**config.mk**
```make
export PLATFORM = sky130hd
export DESIGN_NAME = uart_rx
export DESIGN_NICKNAME = d
export VERILOG_FILES = /design/src/rtl/uart_pkg.sv /design/src/rtl/sync_2ff.sv /design/src/rtl/uart_rx.sv
export SDC_FILE = /design/constraint.sdc
export NUM_CORES = 1
export LEC_CHECK = 0
export BUFFER_PORTS_ARGS = -buffer_cell sky130_fd_sc_hd__buf_2
export CORE_MARGIN = 2
export CORE_UTILIZATION = 40
export DETAILED_ROUTE_END_ITERATION = 10
export GPL_TIMING_DRIVEN = 0
export PLACE_DENSITY = 0.61
export SYNTH_ARGS = -nofsm -noshare
export SYNTH_HDL_FRONTEND = slang
export SYNTH_SLANG_ARGS = --single-unit
```
**constraint.sdc**
```tcl
create_clock -name clock -period 2.15 [get_ports clock]
set_clock_uncertainty 0.05 [all_clocks]
set_input_delay 0.43 -clock clock [delete_from_list [all_inputs] [get_ports clock]]
set_output_delay 0.43 -clock clock [all_outputs]
set_load 0.02 [all_outputs]
```
**src/rtl/uart_pkg.sv**
```systemverilog
// Shared UART definitions: receiver/transmitter state encoding, baud-rate
// arithmetic and parity-select constants.
package uart_pkg;

    typedef enum logic [2:0] {
        S_IDLE,
        S_START,
        S_DATA,
        S_PARITY,
        S_STOP,
        S_WAIT
    } uart_state_e;

    localparam bit PAR_SEL_EVEN = 1'b0;
    localparam bit PAR_SEL_ODD  = 1'b1;

    function automatic int clks_per_bit(input int clk_rate, input int baud_rate);
        return clk_rate / baud_rate;
    endfunction

endpackage

```
**src/rtl/sync_2ff.sv**
```systemverilog
// Generic two-flop synchroniser for a single asynchronous input, with a
// selectable reset value so idle-high and idle-low lines both come up quiet.
module sync_2ff #(
    parameter bit RESET_VAL = 1'b1
) (
    input  logic clk_i,
    input  logic rst_ni,
    input  logic d_i,
    output logic q_o
);

    logic meta_q;
    logic sync_q;

    always_ff @(posedge clk_i) begin
        if (!rst_ni) begin
            meta_q <= RESET_VAL;
            sync_q <= RESET_VAL;
        end else begin
            meta_q <= d_i;
            sync_q <= meta_q;
        end
    end

    assign q_o = sync_q;

endmodule

```
**src/rtl/uart_rx.sv**
```systemverilog
// UART receiver: synchronises the serial line, samples each bit at mid-bit,
// and presents the assembled word with framing, parity and overrun reporting.
module uart_rx
    import uart_pkg::*;
#(
    parameter int CLK_RATE   = 100000000,
    parameter int BAUD_RATE  = 115200,
    parameter int WORD_WIDTH = 8,
    parameter bit PARITY_EN  = 1'b0,
    parameter bit PARITY_ODD = PAR_SEL_EVEN
) (
    input  logic                  clock,
    input  logic                  rst,
    input  logic                  rx_data_in,
    output logic [WORD_WIDTH-1:0] rx_data_out,
    output logic                  rx_data_valid,
    input  logic                  rx_ready,
    output logic                  rx_frame_err,
    output logic                  rx_parity_err,
    output logic                  rx_overrun,
    output logic                  rx_busy,
    output uart_state_e           dbg_state_o
);

    localparam int CLKS_PER_BIT = clks_per_bit(CLK_RATE, BAUD_RATE);
    localparam int HALF_BIT     = CLKS_PER_BIT / 2;
    localparam int CNT_W        = (CLKS_PER_BIT > 1) ? $clog2(CLKS_PER_BIT) : 1;
    localparam int BIT_W        = (WORD_WIDTH > 1) ? $clog2(WORD_WIDTH) : 1;

    localparam logic [CNT_W-1:0] HALF_LAST = CNT_W'(HALF_BIT - 1);
    localparam logic [CNT_W-1:0] BIT_LAST  = CNT_W'(CLKS_PER_BIT - 1);
    localparam logic [BIT_W-1:0] WORD_LAST = BIT_W'(WORD_WIDTH - 1);

    logic                  line_sync;
    logic [WORD_WIDTH:0]   shift_ext;

    uart_state_e           state_q,      state_d;
    logic [CNT_W-1:0]      cnt_q,        cnt_d;
    logic [BIT_W-1:0]      bit_q,        bit_d;
    logic [WORD_WIDTH-1:0] shift_q,      shift_d;
    logic                  par_mis_q,    par_mis_d;
    logic [WORD_WIDTH-1:0] data_q,       data_d;
    logic                  valid_q,      valid_d;
    logic                  frame_err_q,  frame_err_d;
    logic                  parity_err_q, parity_err_d;
    logic                  overrun_q,    overrun_d;

    sync_2ff #(
        .RESET_VAL (1'b1)
    ) u_sync (
        .clk_i  (clock),
        .rst_ni (rst),
        .d_i    (rx_data_in),
        .q_o    (line_sync)
    );

    // New bits enter at the MSB and move right, so the first bit ends at the LSB.
    assign shift_ext = {line_sync, shift_q};

    always_comb begin
        state_d      = state_q;
        cnt_d        = cnt_q + CNT_W'(1);
        bit_d        = bit_q;
        shift_d      = shift_q;
        par_mis_d    = par_mis_q;
        data_d       = data_q;
        valid_d      = valid_q;
        frame_err_d  = 1'b0;
        parity_err_d = 1'b0;
        overrun_d    = 1'b0;

        // Handshake: a word transfers on any cycle where rx_data_valid and
        // rx_ready are both high; valid drops on the following cycle unless
        // a new word is loaded on that same edge.
        if (valid_q && rx_ready) begin
            valid_d = 1'b0;
        end

        unique case (state_q)
            S_IDLE: begin
                cnt_d     = '0;
                bit_d     = '0;
                par_mis_d = 1'b0;
                if (!line_sync) begin
                    state_d = S_START;
                end
            end
            S_START: begin
                if (cnt_q == HALF_LAST) begin
                    cnt_d   = '0;
                    state_d = line_sync ? S_IDLE : S_DATA;
                end
            end
            S_DATA: begin
                if (cnt_q == BIT_LAST) begin
                    cnt_d   = '0;
                    shift_d = shift_ext[WORD_WIDTH:1];
                    bit_d   = bit_q + BIT_W'(1);
                    if (bit_q == WORD_LAST) begin
                        state_d = PARITY_EN ? S_PARITY : S_STOP;
                    end
                end
            end
            S_PARITY: begin
                if (cnt_q == BIT_LAST) begin
                    cnt_d     = '0;
                    par_mis_d = line_sync ^ (^shift_q) ^ PARITY_ODD;
                    state_d   = S_STOP;
                end
            end
            S_STOP: begin
                if (cnt_q == BIT_LAST) begin
                    cnt_d = '0;
                    if (!line_sync) begin
                        frame_err_d = 1'b1;
                        state_d     = S_WAIT;
                    end else begin
                        state_d = S_IDLE;
                        if (!valid_q || rx_ready) begin
                            data_d       = shift_q;
                            valid_d      = 1'b1;
                            parity_err_d = par_mis_q;
                        end else begin
                            overrun_d = 1'b1;
                        end
                    end
                end
            end
            S_WAIT: begin
                // A break or stuck-low line must not look like a fresh start bit.
                cnt_d = '0;
                if (line_sync) begin
                    state_d = S_IDLE;
                end
            end
            default: begin
                state_d = S_IDLE;
            end
        endcase
    end

    always_ff @(posedge clock) begin
        if (!rst) begin
            state_q      <= S_IDLE;
            cnt_q        <= '0;
            bit_q        <= '0;
            shift_q      <= '0;
            par_mis_q    <= 1'b0;
            data_q       <= '0;
            valid_q      <= 1'b0;
            frame_err_q  <= 1'b0;
            parity_err_q <= 1'b0;
            overrun_q    <= 1'b0;
        end else begin
            state_q      <= state_d;
            cnt_q        <= cnt_d;
            bit_q        <= bit_d;
            shift_q      <= shift_d;
            par_mis_q    <= par_mis_d;
            data_q       <= data_d;
            valid_q      <= valid_d;
            frame_err_q  <= frame_err_d;
            parity_err_q <= parity_err_d;
            overrun_q    <= overrun_d;
        end
    end

    assign rx_data_out   = data_q;
    assign rx_data_valid = valid_q;
    assign rx_frame_err  = frame_err_q;
    assign rx_parity_err = parity_err_q;
    assign rx_overrun    = overrun_q;
    assign rx_busy       = (state_q == S_START) || (state_q == S_DATA) ||
                           (state_q == S_PARITY) || (state_q == S_STOP);
    assign dbg_state_o   = state_q;

endmodule
```
==> run summary, run 1 <==
Most common cell after layout, fill and taps aside - dfxtp_1
Fin crit period - 2.009 ns
Multi-input gate area - 965.9 um2
Syn nets - 199
Worst setup SP type - register
Synth Instances - 191
Maximum root-to-sink buffer count - 2
Routability cong. - 0.8028
Maxcap violations - 0
Type of the worst min-delay path - in2reg
Row count - 24
Clock latency on the worst-skew pair - 0.29 ns
Cell variety after synth - 41
Register area - 780.7 um2
Post-DP HPWL - 2419 um
Root Buffer - clkbuf_8
First-pass GRT wire length - 5775 um
Synth area leaders - dfxtp_1 (43%), mux2i_1 (8.8%), nor2_1 (7.4%), xnor2_1 (5.8%), ha_1 (2.7%)
Combinational power share - 0.067
Peak VDD IR - 0.0002753 V
Share of layout cells above drive strength 1 - 0.1881
Post-CTS Hold Buffers - 0
# fillers - 423
Outcome - completed
Critical Path Sink Type - register
PwrDens - 628.0 nW/um2
Die Y - 71.53 um
Final Cycle Share - 0.9343
PortBufs - 18
Synth async-reset ratio - 0
Reg2reg start - cnt_q[0]
Worst slew margin - 0.6690
Die ar. - 5117 um2
Cell area after synthesis - 1824 um2
Initial DRC count - 102
Starting Density - 0.4161
Post-synth top area share - 0.4280
Clk pwr share - 0.375
CTS clk-pin slew, worst paths - 0.07 ns
Mean routed wirelength per cell - 12.84 um
Pleak - 0.8349 nW
GRT overflow - 0
RSZ-0062 raised after global routing - no
Total CTS buffers - 5
Post-route ant nets - 0
Vias in the first global route - 1,298
Top FF cell, synth - dfxtp_1
Syn Area/Cell - 9.551 um2
Yosys reg bits - 39
Sequential element share of the synthesized area - 0.4280
Initial antenna violation count - 0
GRT Util Overall - 0.1453
Vias - 1,412
Setup-failing EPs final - 0
Syn. warnings - 0
# nets final - 225
Vias per inst - 5.230
Area Overhead vs Synth - 14.47%
Final Hold Fails - 0
Die Wd - 71.53 um
Switching share of power - 0.2478
Max Slew Vio Count - 0
ANT cells - 0
Crit Path Max Fanout - 10
Slew @ Worst Pin - 0.4924 ns
TritonRoute pass-1 iters - 4
Clock tree from TritonCTS - built
Largest net degree at the start of global routing - 13
FMAX - 497.8 MHz
Critical Path Start - cnt_q[0]
Flop pwr share - 0.558
Post-route DRC - 0
Number of flops mapped to enable cells by yosys - 0
Setup TNS - 0 ns
H-tree Lvls - 2
Hold path start - rx_data_in
Psw - 0.3250 mW
Cell Int Power - 0.9864 mW
Kind of critical path - reg2reg
Core area - 4384 um2
Area leader, netlist - dfxtp_1
Clk sinks - 39
Most frequent cells in the layout - dfxtp_1 (39), nor2_1 (36), buf_2 (20)
IO Count - 20
Worst Path Arrival - 2.13 ns
Overall routed net length - 3468 um
Required @ worst endpoint - 2.27 ns
Power Total - 1.311 mW
-- cell families (layout without fill, tap and decap cells) --
group	after synthesis	count (layout)	share of synthesized area
mux	16	16	0.08779
buf+inv	16	43	0.04253
fa+ha+maj	4	4	0.02744
simple gates	77	77	0.2305
flops	39	39	0.4280
xor+xnor	17	17	0.08162
compound gates	22	22	0.1022
-- worst max-delay path: stages (launching register included) --
cell and delay [ns]:
dfxtp_1 0.38, ha_1 0.22, and4bb_2 0.32, nand4_4 0.17, nor3_2 0.29, buf_6 0.21, mux2i_1 0.20, nor2_1 0.05
-- registers in the layout (all words and copies together), names as in the netlist, 3 cells and up --
name         cells
cnt_q           10
rx_data_out      8
shift_q          8
bit_q            3
dbg_state_o      3
-- metrics by stage --
step / util / worst slack (ns) / cell area, um2 / cells / hold WS (ns)
floorplan: - / 0.2874 / 1824 / 191 / 0.3363
global placement: 0.4515 / 0.06393 / 1979 / 261 / 0.3483
detailed placement: 0.4515 / 0.04481 / 1979 / 261 / 0.3471
CTS: 0.4709 / 0.03043 / 2064 / 269 / 0.2611
global route: 0.4763 / 0.0005804 / 2088 / 270 / 0.2813
finish: 0.4763 / 0.1412 / 2088 / 270 / 0.2657
-- synth_stat cells, types with 2 or more instances --
cell and count:
nand3_1 2, a211oi_1 3, a21oi_1 4, dfxtp_1 39, nand2_1 12, nor3_2 2
nand2b_1 6, nor2_1 36, a211o_1 2, a31oi_1 2, buf_2 2, nor3_1 5
clkbuf_1 4, inv_1 7, mux2i_1 16, xor2_1 5, o221ai_1 2, xnor2_1 12
nand4_4 2, ha_1 4, nand4_1 4
-- final timing paths --
kind                                 endpoint  cells past startpoint  slack, ns
worst max-delay path               shift_q[4]                      7       0.14
worst min-delay path            u_sync.meta_q                      2       0.27
worst max register to register     shift_q[4]                      7       0.14
worst min register to register     u_sync.q_o                      1       0.36
-- power by group through the flow --
stage	Sequential (mW)	Clock, mW	Combinational, mW
floorplan	0.750	0	0.0595
global placement	0.748	0	0.0828
global route	0.732	0.525	0.0966
CTS	0.731	0.505	0.0829
detailed placement	0.749	0	0.0824
finish	0.731	0.492	0.0877
-- metal layers --
metal | GRT usage | up-vias | part of all wire
li1 | - | 714 | -
met1 | 0.1859 | 657 | 0.47
met2 | 0.2263 | 34 | 0.46
met3 | 0.03376 | 7 | 0.044
met4 | 0.07966 | 0 | 0.021
met5 | 0 | - | 0
-- final cells by class --
class,count,share of cell area
Buffer,9,0.02636
Clock buffer,6,0.03475
Clock inverter,2,0.005992
Inverter,7,0.01258
Multi-Input combinational cell,136,0.4626
Sequential cell,39,0.3739
Tap cell,52,0.03116
Timing Repair Buffer,19,0.05273
-- timing repair --
item	4_1_cts	5_1_grt
setup buffers	0	1
gates resized for setup	0	1
setup endpoints to repair	0	13
endpoints found under the hold margin	0	0
(Power assumes the default switching activity.)
==> inputs of run 2 (changes only) <==
--- a/config.mk
+++ b/config.mk
@@ -7,10 +7,10 @@
 export LEC_CHECK = 0
 export BUFFER_PORTS_ARGS = -buffer_cell sky130_fd_sc_hd__buf_2
 export CORE_MARGIN = 2
-export CORE_UTILIZATION = 40
+export CORE_UTILIZATION = 30
 export DETAILED_ROUTE_END_ITERATION = 10
 export GPL_TIMING_DRIVEN = 0
-export PLACE_DENSITY = 0.61
+export PLACE_DENSITY = 0.49
 export SYNTH_ARGS = -nofsm -noshare
 export SYNTH_HDL_FRONTEND = slang
 export SYNTH_SLANG_ARGS = --single-unit
==> constraint.sdc (replaced) <==
create_clock -name clock -period 2.4 [get_ports clock]
set_clock_uncertainty 0.05 [all_clocks]
set_input_delay 0.48 -clock clock [delete_from_list [all_inputs] [get_ports clock]]
set_output_delay 0.48 -clock clock [all_outputs]
set_load 0.02 [all_outputs]
==> run summary, run 2 (synthesized netlist as in run 1, its figures left out) <==
RSZ-0062 raised after global routing - no
FMAX - 484.1 MHz (-2.8%)
Area Overhead vs Synth - 14.88%
Most common cell after layout, fill and taps aside - dfxtp_1
Crit-path leading delay family - simple AND/OR/NAND/NOR gates
IO Count - 20 (unchanged)
Post-route DRC - 0 (unchanged)
CTS resizes - 0 (unchanged)
Hold slack - 0.3267 ns (+0.06101 ns)
Placed Instances - 284 (+8.8%)
Total CTS buffers - 5 (unchanged)
WP buf/inv - 1 (unchanged)
Largest Register - cnt_q
Row count - 28 (+17%)
Fin crit period - 2.066 ns (+0.05712 ns)
Pleak - 0.8295 nW (-0.64%)
Largest net degree at the start of global routing - 12 (-1)
Core area - 5886 um2 (+34%)
Final Hold Fails - 0 (unchanged)
Outcome - completed
Post-DP HPWL - 2577 um (+6.6%)
Overall routed net length - 3568 um (+2.9%)
Maximum root-to-sink buffer count - 2 (unchanged)
H-tree Lvls - 2 (unchanged)
Post-route design area - 2096 um2 (+0.36%)
Die Wd - 81.98 um (+15%)
Non-filler cells, final - 291 (+7.8%)
Worst setup SP type - register
Max stage delay on crit path - 0.48 ns (+0.10 ns)
Maxcap violations - 0 (unchanged)
Worst slew margin - 0.6646 (-0.004394)
CP cell instances - ha_1, and4bb_2, and4_1, buf_6, nor3_2, o311ai_4, nor2_1
Clk sinks - 39 (unchanged)
Die Y - 81.98 um (+15%)
Max Slew Vio Count - 0 (unchanged)
Type of the worst min-delay path - in2reg
Worst Path Arrival - 2.18 ns (+0.05 ns)
Vias per inst - 4.653 (-11%)
Post-CTS Hold Buffers - 0 (unchanged)
Most frequent cells in the layout - dfxtp_1 (39), nor2_1 (36), buf_2 (20)
Crit Path Max Fanout - 10 (unchanged)
Initial DRC count - 53 (-48%)
Die ar. - 6721 um2 (+31%)
Vias - 1,354 (-4.1%)
PortBufs - 18 (unchanged)
Root Buffer - clkbuf_8
Peak VDD IR - 0.0002217 V (-19%)
Post-layout util - 0.3561 (-0.1202)
Post-CTS Setup Inserts - 0 (unchanged)
# nets final - 224 (-0.44%)
Kind of critical path - reg2reg
Initial antenna violation count - 0 (unchanged)
Starting Density - 0.3099 (-0.1061)
Post-route ant nets - 0 (unchanged)
First-pass GRT wire length - 6244 um (+8.1%)
Critical Path Sink Type - register
Slew @ Worst Pin - 0.4989 ns (+0.006537 ns)
Setup TNS - 0 ns (unchanged)
Routability cong. - 0.7775 (-3.2%)
Cell area after placement - 2008 um2 (+1.5%)
ANT cells - 0 (unchanged)
Mean routed wirelength per cell - 12.26 um (-4.5%)
Clock latency on the worst-skew pair - 0.29 ns (about the same)
Clock tree from TritonCTS - built
CTS clk-pin slew, worst paths - 0.07 ns (about the same)
Share of layout cells above drive strength 1 - 0.1852 (-0.002888)
TritonRoute pass-1 iters - 4 (unchanged)
Required @ worst endpoint - 2.51 ns (+0.24 ns)
Final Cycle Share - 0.8608 (-0.07353)
GRT Util Overall - 0.1236 (-0.02161)
Number of flip-flops in the largest register - 10 (unchanged)
GRT overflow - 0 (unchanged)
Slowest-stage cell, CP - o311ai_4
Setup-failing EPs final - 0 (unchanged)
PwrDens - 557.9 nW/um2 (-11%)
Vias in the first global route - 1,301 (+0.23%)
run 2: cell types whose count changed in the layout (fill, tap and decap cells not counted), sizes merged:
cell,delta
buf,-1
clkinvlp,-1
run 2: per-stage QoR:
stage / power (mW) / setup slack [ns]
final: 1.169 / 0.3341
after global routing: 1.231 / 0.09162
after CTS: 1.194 / 0.2812
after detailed placement: 0.7457 / 0.2890
after global placement: 0.7457 / 0.3022
after floorplan: 0.7255 / 0.5374
run 2: power by group:
group	switching [mW]	total, mW	internal (mW)
clock network	0.215	0.440	0.225
logic	0.0487	0.0739	0.0253
registers	0.00373	0.655	0.652
total	0.267	1.17	0.902
run 2: layer usage:
layer | GRT usage | wire, um
met1 | 0.1603 | 1805
met3 | 0.03297 | 133
met4 | 0.06000 | 72
met2 | 0.1894 | 1556
met5 | 0 | 0
run 2: final cells by class:
class | count | area [um2]
multi-input cells | 136 | 965.9
fillers | 627 | 3790
well taps | 75 | 93.84
inverters | 7 | 26.28
clock buffers | 6 | 82.58
clock inverters | 1 | 5.005
plain buffers | 9 | 51.30
flip-flops and latches | 39 | 780.7
repair buffers | 18 | 90.09
run 2: path summary, 6_finish.rpt:
kind	from	to	slack, ns	cells past startpoint
setup / recovery	cnt_q[0]	cnt_q[4]	0.33	7
hold / removal	rx_data_in	u_sync.meta_q	0.33	2
setup reg to reg	cnt_q[0]	cnt_q[4]	0.33	7
hold reg to reg	u_sync.meta_q	u_sync.q_o	0.37	1
==> inputs of run 3 (changes only) <==
--- a/config.mk
+++ b/config.mk
@@ -6,6 +6,7 @@
 export NUM_CORES = 1
 export LEC_CHECK = 0
 export BUFFER_PORTS_ARGS = -buffer_cell sky130_fd_sc_hd__buf_2
+export CORE_ASPECT_RATIO = 1.75
 export CORE_MARGIN = 2
 export CORE_UTILIZATION = 30
 export DETAILED_ROUTE_END_ITERATION = 10
==> run summary, run 3 (synthesized netlist as in run 1, its figures left out) <==
Outcome - completed
Most common cell after layout, fill and taps aside - dfxtp_1
Power Total - 1.175 mW (+0.48%)
Starting Density - 0.3103 (+0.0003298)
Kind of critical path - reg2reg
Post-CTS Setup Inserts - 0 (unchanged)
Vias - 1,390 (+2.7%)
Worst setup margin - 0.2797 ns (-0.05436 ns)
Largest Register - cnt_q
Setup-failing EPs final - 0 (unchanged)
Largest net degree at the start of global routing - 13 (+1)
Die ar. - 6745 um2 (+0.36%)
Place WS - 0.2693 ns (-0.01964 ns)
Initial DRC count - 60 (+13%)
RSZ-0062 raised after global routing - no
Worst setup SP type - register
Share of layout cells above drive strength 1 - 0.1843 (-0.0008534)
TritonRoute pass-1 iters - 4 (unchanged)
FMAX - 471.6 MHz (-2.6%)
Reg2reg path depth - 7 (unchanged)
Combinational power share - 0.064 (about the same)
Maximum root-to-sink buffer count - 2 (unchanged)
Type of the worst min-delay path - in2reg
CTS clk-pin slew, worst paths - 0.08 ns (about the same)
Flop pwr share - 0.558 (-0.002)
PwrDens - 560.2 nW/um2 (+0.42%)
Die Y - 107.2 um (+31%)
CTS resizes - 0 (unchanged)
Psw - 0.2949 mW (+10%)
Slew @ Worst Pin - 0.5830 ns (+0.08407 ns)
Post-CTS Hold Buffers - 0 (unchanged)
Overall routed net length - 3839 um (+7.6%)
Non-filler cells, final - 295 (+1.4%)
Hold Path Depth - 2 (unchanged)
Clk pwr share - 0.378 (+0.002)
Max Slew Vio Count - 0 (unchanged)
PortBufs - 18 (unchanged)
Hold path start - rx_data_in
ANT cells - 0 (unchanged)
Final Hold Fails - 0 (unchanged)
Clock latency on the worst-skew pair - 0.29 ns (about the same)
Core area - 5879 um2 (-0.11%)
Cell area after placement - 2012 um2 (+0.19%)
GRT Util Overall - 0.1216 (-0.002031)
Crit Path Max Fanout - 10 (unchanged)
Vias per inst - 4.712 (+1.3%)
Worst slew margin - 0.6081 (-0.05652)
Vias in the first global route - 1,316 (+1.2%)
Peak VDD IR - 0.0002345 V (+5.8%)
Critical Path Sink Type - register
Maxcap violations - 0 (unchanged)
# nets final - 224 (unchanged)
Root Buffer - clkbuf_8
Reg2Reg Setup Slack - 0.28 ns (-0.05 ns)
Most frequent cells in the layout - dfxtp_1 (39), nor2_1 (36), buf_2 (20)
GRT overflow - 0 (unchanged)
Fin crit period - 2.120 ns (+0.05436 ns)
Total CTS buffers - 5 (unchanged)
Post-route DRC - 0 (unchanged)
Post-route design area - 2097 um2 (about the same)
Die Wd - 62.95 um (-23%)
Placed Instances - 287 (+1.1%)
First-pass GRT wire length - 6348 um (+1.7%)
Required @ worst endpoint - 2.51 ns (about the same)
H-tree Lvls - 2 (unchanged)
Number of flip-flops in the largest register - 10 (unchanged)
Critical Path Start - cnt_q[0]
Clock tree from TritonCTS - built
IO Count - 20 (unchanged)
Routability cong. - 0.8415 (+8.2%)
Mean routed wirelength per cell - 13.01 um (+6.1%)
Reg2reg start - cnt_q[0]
R2R Path End - cnt_q[2]
Clk sinks - 39 (unchanged)
Final Cycle Share - 0.8834 (+0.02265)
Post-DP HPWL - 2783 um (+8.0%)
Cell Int Power - 0.8799 mW (-2.5%)
Worst hold path endpoint - u_sync.meta_q
Worst Path Arrival - 2.23 ns (+0.05 ns)
Row count - 37 (+32%)
Setup TNS - 0 ns (unchanged)
Pleak - 0.8237 nW (-0.71%)
Area Overhead vs Synth - 14.95% (about the same)
Switching share of power - 0.2510 (+0.02265)
Initial antenna violation count - 0 (unchanged)
Post-route ant nets - 0 (unchanged)
run 3: changes by cell type in the layout (fill, tap and decap cells not counted), sizes merged:
| cell | previous run | this run |
|---|---|---|
| clkinvlp | 0 | 1 |
run 3: power by group through the flow:
stage	registers [mW]	logic (mW)	clock network [mW]
4_1_cts	0.656	0.0756	0.460
3_3_place_gp	0.671	0.0763	0
6_report	0.656	0.0755	0.444
2_1_floorplan	0.672	0.0533	0
3_5_place_dp	0.671	0.0754	0
5_1_grt	0.656	0.0830	0.490
run 3: critical path, cell delays in order, from the launching register on:
cell      delay, ns
dfxtp_1        0.39
ha_1           0.23
and4bb_2       0.32
and4_1         0.22
buf_6          0.13
nor3_2         0.06
o311ai_4       0.50
nor2_1         0.10
run 3: through the flow:
stage,hold WS (ns),utilization
5_1_grt,0.3265,0.3567
4_1_cts,0.3199,0.3567
2_1_floorplan,0.3363,-
6_report,0.3251,0.3567
3_5_place_dp,0.3479,0.3422
3_3_place_gp,0.3492,0.3422
run 3: cell type report:
cell class | count | area, um2
clock inverter | 2 | 12.51
inverter | 7 | 26.28
clock buffer | 6 | 72.57
fill | 635 | 3782
multi-input combinational | 136 | 965.9
timing repair buffer | 18 | 90.09
tap | 78 | 97.59
buffer | 9 | 51.30
sequential | 39 | 780.7
run 3: worst max-delay path by stage:
stage          slack [ns]  cells past startpoint        to
4_1_cts              0.25                      7  cnt_q[1]
5_1_grt              0.17                      7  cnt_q[8]
2_1_floorplan        0.54                      7  cnt_q[2]
6_report             0.28                      7  cnt_q[2]
3_5_place_dp         0.27                      7  cnt_q[2]
3_3_place_gp         0.27                      7  cnt_q[8]
run 3: per-layer routing:
layer / track usage / routed length [um] / up-vias
met5: 0 / 0 / -
met4: 0.09048 / 172 / 0
met3: 0.02308 / 112 / 13
met2: 0.2120 / 1971 / 28
met1: 0.1276 / 1582 / 637
li1: - / - / 712
